`src/rtl/reg_alu_xfer_pkg.sv`:
```
// Shared encodings for reg_alu_xfer: ALU operation codes and mode select values.
package reg_alu_xfer_pkg;

    typedef enum logic [2:0] {
        AluAdd   = 3'b000,
        AluSub   = 3'b001,
        AluAnd   = 3'b010,
        AluOr    = 3'b011,
        AluXor   = 3'b100,
        AluShl   = 3'b101,
        AluShr   = 3'b110,
        AluPassB = 3'b111
    } alu_op_e;

    localparam logic ModeAlu  = 1'b0;
    localparam logic ModeXfer = 1'b1;

endpackage

```
`src/rtl/alu_core.sv`:
```
// Combinational ALU for reg_alu_xfer; carry is carry-out, borrow, or the shifted-out bit.
module alu_core
    import reg_alu_xfer_pkg::*;
#(
    parameter int unsigned WIDTH = 4
) (
    input  logic [WIDTH-1:0] a,
    input  logic [WIDTH-1:0] b,
    input  logic [2:0]       op,
    output logic [WIDTH-1:0] result,
    output logic             carry
);

    logic [WIDTH:0] sum;
    logic [WIDTH:0] diff;

    assign sum  = {1'b0, a} + {1'b0, b};
    // Zero-extended subtraction: the top bit is set exactly when a < b.
    assign diff = {1'b0, a} - {1'b0, b};

    always_comb begin
        result = '0;
        carry  = 1'b0;
        case (alu_op_e'(op))
            AluAdd: begin
                result = sum[WIDTH-1:0];
                carry  = sum[WIDTH];
            end
            AluSub: begin
                result = diff[WIDTH-1:0];
                carry  = diff[WIDTH];
            end
            AluAnd:   result = a & b;
            AluOr:    result = a | b;
            AluXor:   result = a ^ b;
            AluShl: begin
                result = {a[WIDTH-2:0], 1'b0};
                carry  = a[WIDTH-1];
            end
            AluShr: begin
                result = {1'b0, a[WIDTH-1:1]};
                carry  = a[0];
            end
            AluPassB: result = b;
            default: begin
                result = '0;
                carry  = 1'b0;
            end
        endcase
    end

endmodule

```
`src/rtl/reg_alu_xfer.sv`:
```
// Button-driven register file with count, ALU and transfer actions.
// Define REG_ALU_XFER_SYNC_EN to put a 2-flop synchroniser in front of edge detection.
module reg_alu_xfer
    import reg_alu_xfer_pkg::*;
#(
    parameter int unsigned WIDTH = 4,
    parameter int unsigned NREG  = 3
) (
    input  logic                       clk,
    input  logic                       rst,
    input  logic [NREG-1:0]            BTN_Y,
    input  logic [NREG-1:0]            dir,
    input  logic [2:0]                 alu_op,
    input  logic [$clog2(NREG+1)-1:0]  src_sel,
    input  logic                       mode,
    output logic [NREG*WIDTH-1:0]      debug_reg,
    output logic [WIDTH-1:0]           debug_res,
    output logic [1:0]                 flags,
    output logic                       upd
);

    localparam int unsigned SelW = $clog2(NREG + 1);
    localparam logic [WIDTH-1:0] One = WIDTH'(1);

    logic [WIDTH-1:0] regs_q [NREG];
    logic [WIDTH-1:0] regs_d [NREG];
    logic [1:0]       flags_q, flags_d;
    logic             upd_q;

    logic [NREG-1:0]  btn;
    logic [NREG-1:0]  btn_prev_q;
    logic [NREG-1:0]  arm_q;
    logic [NREG-1:0]  act;
    logic             fill;

`ifdef REG_ALU_XFER_SYNC_EN
    logic [NREG-1:0] sync1_q, sync2_q;
    logic [1:0]      fill_q;

    always_ff @(posedge clk or posedge rst) begin
        if (rst) begin
            sync1_q <= '0;
            sync2_q <= '0;
            fill_q  <= '0;
        end else begin
            sync1_q <= BTN_Y;
            sync2_q <= sync1_q;
            fill_q  <= {fill_q[0], 1'b1};
        end
    end

    assign btn  = sync2_q;
    // Ignore the synchroniser's reset zeros until real button samples reach its output.
    assign fill = fill_q[1];
`else
    assign btn  = BTN_Y;
    assign fill = 1'b1;
`endif

    // A button is armed only once it has been seen released since reset, so a press
    // held through reset never fires.
    always_ff @(posedge clk or posedge rst) begin
        if (rst) begin
            btn_prev_q <= '0;
            arm_q      <= '0;
        end else begin
            btn_prev_q <= btn;
            arm_q      <= arm_q | (~btn & {NREG{fill}});
        end
    end

    assign act = btn & ~btn_prev_q & arm_q;

    logic [WIDTH-1:0] alu_res;
    logic             alu_carry;

    alu_core #(
        .WIDTH (WIDTH)
    ) u_alu (
        .a      (regs_q[0]),
        .b      (regs_q[1]),
        .op     (alu_op),
        .result (alu_res),
        .carry  (alu_carry)
    );

    logic [WIDTH-1:0] src_val;

    always_comb begin
        src_val = '0;
        for (int j = 0; j < int'(NREG); j++) begin
            if (src_sel == SelW'(j)) begin
                src_val = regs_q[j];
            end
        end
    end

    // All targets read regs_q, so simultaneous actions see pre-update values.
    always_comb begin
        regs_d  = regs_q;
        flags_d = flags_q;
        for (int k = 0; k < int'(NREG); k++) begin
            if (act[k]) begin
                if (mode == ModeXfer) begin
                    regs_d[k] = src_val;
                end else if (k == int'(NREG) - 1) begin
                    regs_d[k] = alu_res;
                    flags_d   = {alu_carry, alu_res == '0};
                end else if (dir[k]) begin
                    regs_d[k] = regs_q[k] - One;
                end else begin
                    regs_d[k] = regs_q[k] + One;
                end
            end
        end
    end

    always_ff @(posedge clk or posedge rst) begin
        if (rst) begin
            regs_q  <= '{default: '0};
            flags_q <= '0;
            upd_q   <= 1'b0;
        end else begin
            regs_q  <= regs_d;
            flags_q <= flags_d;
            upd_q   <= |act;
        end
    end

    for (genvar g = 0; g < int'(NREG); g++) begin : g_debug
        assign debug_reg[g*WIDTH +: WIDTH] = regs_q[g];
    end

    assign debug_res = regs_q[0] + regs_q[1];
    assign flags     = flags_q;
    assign upd       = upd_q;

endmodule
```
`config.mk`:
```
export PLATFORM = sky130hd
export DESIGN_NAME = reg_alu_xfer
export DESIGN_NICKNAME = d
export VERILOG_FILES = /design/src/rtl/reg_alu_xfer_pkg.sv /design/src/rtl/alu_core.sv /design/src/rtl/reg_alu_xfer.sv
export SDC_FILE = /design/constraint.sdc
export NUM_CORES = 1
export LEC_CHECK = 0
export CAP_MARGIN = 40
export CORE_MARGIN = 4
export CORE_UTILIZATION = 48
export CTS_BUF_LIST = sky130_fd_sc_hd__clkbuf_2 sky130_fd_sc_hd__clkbuf_4 sky130_fd_sc_hd__clkbuf_8
export DETAILED_ROUTE_END_ITERATION = 7
export PLACE_DENSITY = 0.74
export SKIP_LAST_GASP = 1
export SYNTH_ARGS = -nofsm -noshare
export SYNTH_HDL_FRONTEND = slang
export SYNTH_SLANG_ARGS = --single-unit
```
`constraint.sdc`:
```
create_clock -name clk -period 3.2 [get_ports clk]
set_input_delay 0.48 -clock clk [delete_from_list [all_inputs] [get_ports clk]]
set_output_delay 0.48 -clock clk [all_outputs]
set_load 0.01 [all_outputs]
```
# Word level (Yosys, flattened, before mapping)
# Cells that the tools add are included.
# Widths: inputs -> output; s select.
[totals]
regBits = 21
latch_bits = 0
mem_bits_rw = 0
romBits = 0
inputBits = 14
output_inout_bits = 19
wordCells = 47
n_memories = 0
[op_classes]
addsub = 7
multipliers = 0
div = 0
n_lt_le_gt_ge = 0
eq_ne = 9
n_shift = 0
n_mux = 10
bitwise = 9
n_reduce_logical = 5
[ops]
columns = ["cell", "n"]
rows = [
  ["$mux 4", 8],
  ["$pmux 4 s8", 1],
  ["$eq 3x3->1 const B", 4],
  ["$add 4x1->4 const B", 2],
  ["$sub 4x1->4 const B", 2],
  ["$and 3x3->3", 2],
  ["$eq 3x2->1 const B", 2],
  ["$not 3->3", 2],
  ["$add 4x4->5", 1],
  ["$sub 4x4->5", 1],
  ["$add 4x4->4", 1],
  ["$and 4x4->4", 1],
  ["$logic_not 4->1", 1],
  ["$or 4x4->4", 1],
  ["$pmux 1 s4", 1],
  ["$xor 4x4->4", 1],
  ["$eq 3x1->1 const B", 1],
  ["$logic_not 3->1", 1],
  ["$or 3x3->3", 1],
  ["$reduce_or 3->1", 1],
  ["$eq 2x1->1 const B", 1],
  ["$eq 2x2->1 const B", 1],
  ["$logic_not 2->1", 1],
  ["$reduce_and 2->1", 1],
  ["$not 1->1", 1],
]

# Depth between registers and ports, before layout
[logic_depth]
ltp_word = 5
mapped_depth = 8
mapped_depth_nobuf = 8

# Cells and area by module
# From an unflattened synthesis, not the netlist that was laid out.
[unflattened]
hier_cells = 223
hier_area_um2 = 1940.6
[modules_own_cells]
columns = ["module", "n_inst", "cells_per_inst", "area_each_um2", "seq_area_each_um2"]
rows = [
  ["reg_alu_xfer", 1, 129, 1244.9, 525.5],
  ["alu_core", 1, 94, 695.7, 0.0],
]

# Worst setup path after synthesis
# Ideal clock, no wire load.
[synth_path]
kind = "reg-to-reg"
from = "reg regs_q (netlist bit debug_reg[1])"
to = "reg flags_q[0] (netlist: flags[0])"
setup_time_ps = 122
arrival_time_ps = 2136
t_required_ps = 3078
setup_slack_ps = 943
stages_incl_launch_ff = 8
path_buffers = 0
synth_period_minus_slack_ps = 2257
path_cell_list = "dfrtp_1 inv_1 ha_1 o21ba_1 or4b_1 a31oi_1 o31ai_1 a32o_1"
[synth_between]
elab_chain_cells = 3
word_cells_on_any_way = 7
classes_between = "2 x add/sub; 1 x mux; 3 x bitwise; 1 x reduce/logical"
[synth_rtl]
columns = ["element", "line", "source"]
rows = [
  ["start, declared", "reg_alu_xfer.sv:25", "logic [WIDTH-1:0] regs_q [NREG];"],
  ["start signal, assigned", "reg_alu_xfer.sv:124", "regs_q <= regs_d;"],
  ["$sub 4x4->5, or another cell as far along", "alu_core.sv:19", "assign diff = {1'b0, a} - {1'b0, b};"],
  ["$pmux 4 s8 *", "alu_core.sv:24", "case (alu_op_e'(op))"],
  ["$logic_not 4->1 *", "reg_alu_xfer.sv:108", "flags_d = {alu_carry, alu_res == '0};"],
  ["end signal, assigned", "reg_alu_xfer.sv:125", "flags_q <= flags_d;"],
  ["end, declared", "reg_alu_xfer.sv:27", "logic [1:0] flags_q, flags_d;"],
]
# Mark *: on every way between the ends. The rest lies on a longest branch, timed or not.
# A chain may end at the register's enable or synchronous reset.

# Worst setup path after layout
[layout_path]
from = "reg regs_q (netlist bit debug_reg[1])"
to = "out debug_res[3]"
[layout_between]
elab_chain_cells = 1
[layout_rtl]
columns = ["element", "line", "source"]
rows = [
  ["$add 4x4->4", "reg_alu_xfer.sv:134", "assign debug_res = regs_q[0] + regs_q[1];"],
  ["end, declared", "reg_alu_xfer.sv:17", "output logic [WIDTH-1:0] debug_res,"],
]
# Every way passes these cells.

==> flow_metrics.env <==
export IMPL_ys_async_sr_fraction_pct=100
export IMPL_synth_edff_count=0
export IMPL_ys_types=51
export IMPL_slew_violations=0
export IMPL_comb_power_share_pct=58.5
export IMPL_firstDrtPassIters=4
export IMPL_worstSetupStartpointType="flip-flop"
export IMPL_syn_to_final_growth_pct=21.0
export IMPL_fmax_mhz=335
export IMPL_ys_warn_count=0
export IMPL_synth_area_um2=1780
export IMPL_postCtsHoldBufs=0
export IMPL_tns_ps=0
export IMPL_grt_setup_unrepaired="false"
export IMPL_cts_sinks=21
export IMPL_synthTopCellsByArea="dfrtp_1, ha_1, mux2i_1"
export IMPL_largest_reg_flops=12
export IMPL_wl_per_cell_um=16.3
export IMPL_worstSkewPairLatency_ps=270
export IMPL_grt_pass1_vias=1529
export IMPL_crit_chain="inv_1 -> ha_1 -> a21oi_1 -> nor2b_2 -> nor2_1 -> xnor2_1 -> clkdlybuf4s50_1"
export IMPL_port_buffers=31
export IMPL_grt_max_degree=24
export IMPL_arrival_ps=2510
export IMPL_ioPinCount=33
export IMPL_finalCriticalPeriod_ps=2990
export IMPL_drt_iter0_markers=69
export IMPL_switching_share_pct=41.0
export IMPL_die_h_um=68.9
export IMPL_postCtsSetupRepairBufs=0
export IMPL_p_leak_uw=0.000935
export IMPL_clkTransAtPathRegs_ps=80
export IMPL_placed_area_um2=2100
export IMPL_worstPathRequired_ps=2720
export IMPL_cts_tree="done"
export IMPL_ys_ff_latch=21
export IMPL_nFillCells=305
export IMPL_hp_class="reg -> reg"
export IMPL_max_slew_margin_pct=46.8
export IMPL_viasPerCell=5.74
export IMPL_antenna_left=0
export IMPL_root_buffer="clkbuf_8"
export IMPL_p_int_uw=864
export IMPL_hold_viol=0
export IMPL_min_delay_start="arm_q[0]$_DFF_PP0_"
export IMPL_overflow=0
export IMPL_yosysTopAreaCellShare_pct=29.5
export IMPL_synth_cells=186
export IMPL_grt_pass1_wl_um=7230
export IMPL_antenna_found_initial=0
export IMPL_cts_resized_gates=0
export IMPL_ys_seq_area_share_pct=29.5
export IMPL_rows=21
export IMPL_path_buf_inv=2
export IMPL_start_util_pct=51.3
export IMPL_synth_top_area_cell="dfrtp_1"
export IMPL_cts_max_level=1
export IMPL_p_sw_uw=601
export IMPL_slowest_stage="dfrtp_1"
export IMPL_cap_violations=0
export IMPL_dp_hpwl_um=3220
export IMPL_multi_input_area_um2=1140
export IMPL_synth_nets=220
export IMPL_seqCellArea_um2=526
export IMPL_path_max_fanout=9
export IMPL_seqPwrFrac_pct=28.6
export IMPL_fp_dieArea_um2=4740
export IMPL_globalplace_congestion=0.830
export IMPL_power_density_nw_per_um2=681
export IMPL_wl_um=4250
export IMPL_vias=1492
export IMPL_drcViolationCount=0
export IMPL_fin_skew_ps=3.20
export IMPL_r2r_start="debug_reg[1]$_DFFE_PP0P_"
export IMPL_worstSetupPathType="reg -> out"
export IMPL_setup_viol=0
export IMPL_numCtsBuffers=3
export IMPL_drive_above_1_share_pct=7.94
export IMPL_fin_crit_sh_pct=93.3
export IMPL_finalInstanceArea_um2=2150
export IMPL_nNetsFinal=249
export IMPL_tightest_slew_ps=797
export IMPL_avgSynthCellArea_um2=9.57
export IMPL_synth_ff_type="dfrtp_1"
export IMPL_die_w_um=68.9
export IMPL_critical_path_endpoint_type="output pin"
export IMPL_grt_total_usage_pct=20.4
export IMPL_cp_startpoint="debug_reg[1]$_DFFE_PP0P_"
export IMPL_clockBufferDepth=2
export IMPL_fp_coreArea_um2=3470
export IMPL_max_stage_delay_ps=570
export IMPL_cp_top_family="buffers and inverters"
export IMPL_status="complete, no violations"
export IMPL_num_antenna_cells=0
export IMPL_p_clk_share_pct=12.9
export IMPL_ir_worst_vdd_uv=337
## final cells by class
type / count / area share [%]
clock buffer: 4 / 2.27
inverter: 15 / 2.62
multi-input combinational: 141 / 52.9
sequential: 21 / 24.4
tap: 46 / 2.67
timing repair buffer: 33 / 15.1
## cell families after synthesis
| logic type | after synthesis | share of synthesized area [%] |
|---|---|---|
| AO/OA/AOI/OAI | 50 | 20.3 |
| XOR/XNOR | 7 | 3.45 |
| adder cells (fa/ha/maj) | 20 | 15.8 |
| buffers and inverters | 24 | 6.47 |
| flip-flops | 21 | 29.5 |
| multiplexers | 14 | 9.49 |
| AND/OR/NAND/NOR | 50 | 15.0 |
## layer usage
layer / GRT usage (%) / vias up / share of wire [%]
met4: 5.60 / 0 / 1.2
met5: 0 / - / 0
met2: 36.1 / 38 / 48
li1: - / 724 / -
met1: 25.7 / 722 / 45
met3: 3.24 / 8 / 5.6
## power groups by stage
| stage | sequential [uW] | clock, uW | combinational [uW] |
|---|---|---|---|
| 6_report | 419 | 188 | 858 |
| 5_1_grt | 431 | 203 | 954 |
| 4_1_cts | 419 | 188 | 866 |
| 3_5_place_dp | 425 | 0 | 859 |
| 3_3_place_gp | 420 | 0 | 838 |
| 2_1_floorplan | 422 | 0 | 526 |
## placed cells by master, fill, tap and decap left out, drive strengths merged, types with 4 or more instances in the layout
| cell | netlist | routed |
|---|---|---|
| a211oi | 8 | 8 |
| a21oi | 11 | 11 |
| clkbuf | 4 | 4 |
| clkdlybuf4s50 | 0 | 31 |
| dfrtp | 21 | 21 |
| fa | 4 | 4 |
| ha | 16 | 16 |
| inv | 15 | 15 |
| mux2i | 9 | 9 |
| nand2 | 10 | 10 |
| nand2b | 5 | 5 |
| nor2 | 15 | 15 |
| nor2b | 6 | 6 |
| o21ai | 6 | 6 |
| xor2 | 4 | 4 |
## final timing paths
kind / end / slack [ps] / cells past startpoint
worst max register to register: flags[0]$_DFFE_PP0P_ / 660 / 7
max in group asynchronous: debug_reg[10]$_DFFE_PP0P_ / 2040 / 2
worst min-delay path: arm_q[0]$_DFF_PP0_ / 470 / 1
min in group asynchronous: debug_reg[4]$_DFFE_PP0P_ / 660 / 2
worst max-delay path: debug_res[3] / 210 / 7
worst min register to register: arm_q[0]$_DFF_PP0_ / 470 / 1
## per-stage QoR
| step | std cells | setup WS (ps) | power (uW) | util (%) | hold slack (ps) |
|---|---|---|---|---|---|
| floorplan | 186 | 943 | 948 | - | 435 |
| global placement | 256 | 565 | 1260 | 60.6 | 449 |
| detailed placement | 256 | 500 | 1280 | 60.6 | 453 |
| CTS | 260 | 199 | 1470 | 62.0 | 474 |
| global route | 260 | 24.7 | 1590 | 62.0 | 505 |
| finish | 260 | 213 | 1470 | 62.0 | 469 |
## Yosys cell counts (all sizes together) (3+ instances only)
cell,n
mux2i,9
o2bb2ai,3
nand3b,3
inv,15
buf,5
mux2,3
nor2b,6
nor2,15
ha,16
xor2,4
xnor2,3
a211oi,8
nand2b,5
fa,4
nand2,10
clkbuf,4
dfrtp,21
a21o,3
a21oi,11
o21ai,6
o221ai,3
(Power assumes the default switching activity.)
==> RTL edit: new RTL, same flow settings <==
The option `REG_ALU_XFER_SYNC_EN` is turned on by a define.
--- a/src/rtl/reg_alu_xfer.sv
+++ b/src/rtl/reg_alu_xfer.sv
@@ -1,4 +1,6 @@
 // Button-driven register file with count, ALU and transfer actions.
 // Define REG_ALU_XFER_SYNC_EN to put a 2-flop synchroniser in front of edge detection.
+`define REG_ALU_XFER_SYNC_EN
+
 module reg_alu_xfer
     import reg_alu_xfer_pkg::*;
Formal check against the unedited RTL: not equivalent (a bounded check fails within 4 cycles, from zero or initial values and one cycle with rst high).
==> RTL edit against the unedited design <==
  * Sequential share of layout area is 4.9 points higher
  * Wire length is 6.9% higher
  * Non-clock buffer count is 1 higher
  * Design area is 15% higher
  * Global-route usage is 1.2 points lower
  * Total power is 37% higher
  * Setup slack worse by 0.023 ns
  * Hold slack worse by 0.12 ns
  * Sequential cell count is 8 higher
  * Clock skew is 0.0014 ns higher
  * First-iteration DRC count is 77% higher
  * Area after synthesis is 14% higher
  * Critical path depth is 1 lower
==> RTL edit: results (changes against the unedited design) <==
Clocking
  • CTS clk-pin slew, worst paths: 0.06 ns (-0.02 ns)
  • H-Tree Depth: 2 (+1)
  • CTS Buf Count: 5 (+2)

Power and ir drop
  • IR drop worst, VDD: 332 uV (-1.5%)

Global route
  • Gr usage total: 19.2% (-1.2 points)
  • First-pass GRT wire length: 7780 microns (+7.6%)
  • Vias in the first global route: 1625 (+6.3%)

Logic synthesis
  • Top cells by count, synth: 29 x dfrtp_1, 20 x inv_1, 16 x ha_1, 16 x nor2_1, 13 x o21ai_0
  • Mean post-synth cell area: 9.66 sq um (+1.0%)
  • Post-synthesis mux area share: 5.70% (-3.8 points)
  • Adder-Cell Fraction of Synth Area: 13.9% (-1.9 points)
  • Synth Area in Compound Gates: 20.9% (+0.69 points)
  • Post-synth net total: 243 (+10%)

Drt
  • Number of DRC markers in iteration 0: 122 (+77%)
  • DR WL/cell: 15.5 microns (-4.8%)

Cells and area
  • Non-Filler Instances: 292 (+12%)
  • Fillcell total: 371 (+22%)
  • Final nets: 275 (+10%)
  • Share of post-route cells with drive strength above 1: 10.3% (+2.4 points)

Timing
  • Layout Skew: 0.00464 ns (+0.00144 ns)
  • Actual slew at the worst max-slew pin: 0.554 ns (-0.243 ns)

Run status
  • Status: finished clean

Min path
  • Start point of the worst hold path: sync1_q[0]
  • Hold path cells: 0 (-1)

Worst setup path
  • Critical path peak fanout: 8 (-1)
  • FF-to-FF End: debug_reg[11]
  • Slowest cell delay on critical path: 0.55 ns (-0.02 ns)
  • RR Startpoint: debug_reg[2]
  • R2r setup slk: 0.80 ns (+0.14 ns)

Place
  • Post-DP HPWL: 3380 microns (+5.2%)
[RTL edit: cell types whose count changed in the layout (fill, tap and decap cells not counted), moves of 3 or more]
cell,delta
or2_2,+4
a211oi_1,-5
o2bb2ai_1,-3
dfrtp_1,+8
o21ai_1,-3
o31a_1,+4
and2_1,+3
inv_1,+6
nand2b_1,-3
a21o_1,+4
o21ai_0,+10
[RTL edit: cell families (layout without fill, tap and decap cells)]
logic type,Yosys count,in the layout
and+or+nand+nor,54,54
buffers and inverters,29,62
xor gates and xnor gates,6,6
AOI/OAI and AO/OA,60,60
other,1,1
muxes,10,10
adders and majority gates,20,20
DFF,29,29
[RTL edit: power by group]
part / total, mW / switching [mW] / internal (mW)
Combinational: 1.02 / 0.502 / 0.518
Sequential: 0.531 / 0.0989 / 0.432
Clock: 0.450 / 0.141 / 0.309
Total: 2.00 / 0.742 / 1.26
[RTL edit: area by class of cell]
type                    instances  share of cell area [%]
flip-flops and latches         29                    29.3
inverters                      20                    3.03
clock buffers                   5                    2.78
clock inverters                 3                    2.62
repair buffers                 34                    13.4
multi-input cells             151                    46.3
well taps                      50                    2.52
[RTL edit: worst register-to-register path: cells and delay by family (launching register included)]
kind | cells | cell delay (ns)
compound gates | 4 | 1.08
flops | 1 | 0.50
fa+ha+maj | 1 | 0.47
buf+inv | 1 | 0.13
simple gates | 1 | 0.11
[RTL edit: per-stage QoR]
step | setup WS (ns) | area (sq um) | utilization [%] | hold slack (ns)
floorplan | 1.03 | 2020 | - | 0.331
global placement | 0.527 | 2340 | 58.2 | 0.332
detailed placement | 0.495 | 2340 | 58.2 | 0.335
CTS | 0.181 | 2480 | 61.5 | 0.349
global route | 0.0460 | 2480 | 61.5 | 0.357
finish | 0.190 | 2480 | 61.5 | 0.347
[RTL edit: layer usage]
layer  wire (microns)  GRT usage, %
met1             2100          26.3
met2             2190          30.4
met3              221          4.68
met4               34          5.12
met5                0             0
[RTL edit: worst max-delay path by stage]
stage,from,end,slack (ns)
global route,debug_reg[5],debug_res[3],0.05
global placement,debug_reg[5],debug_res[3],0.53
finish,debug_reg[5],debug_res[3],0.19
detailed placement,debug_reg[5],debug_res[3],0.50
CTS,debug_reg[5],debug_res[3],0.18
floorplan,debug_reg[4],flags[0],1.03
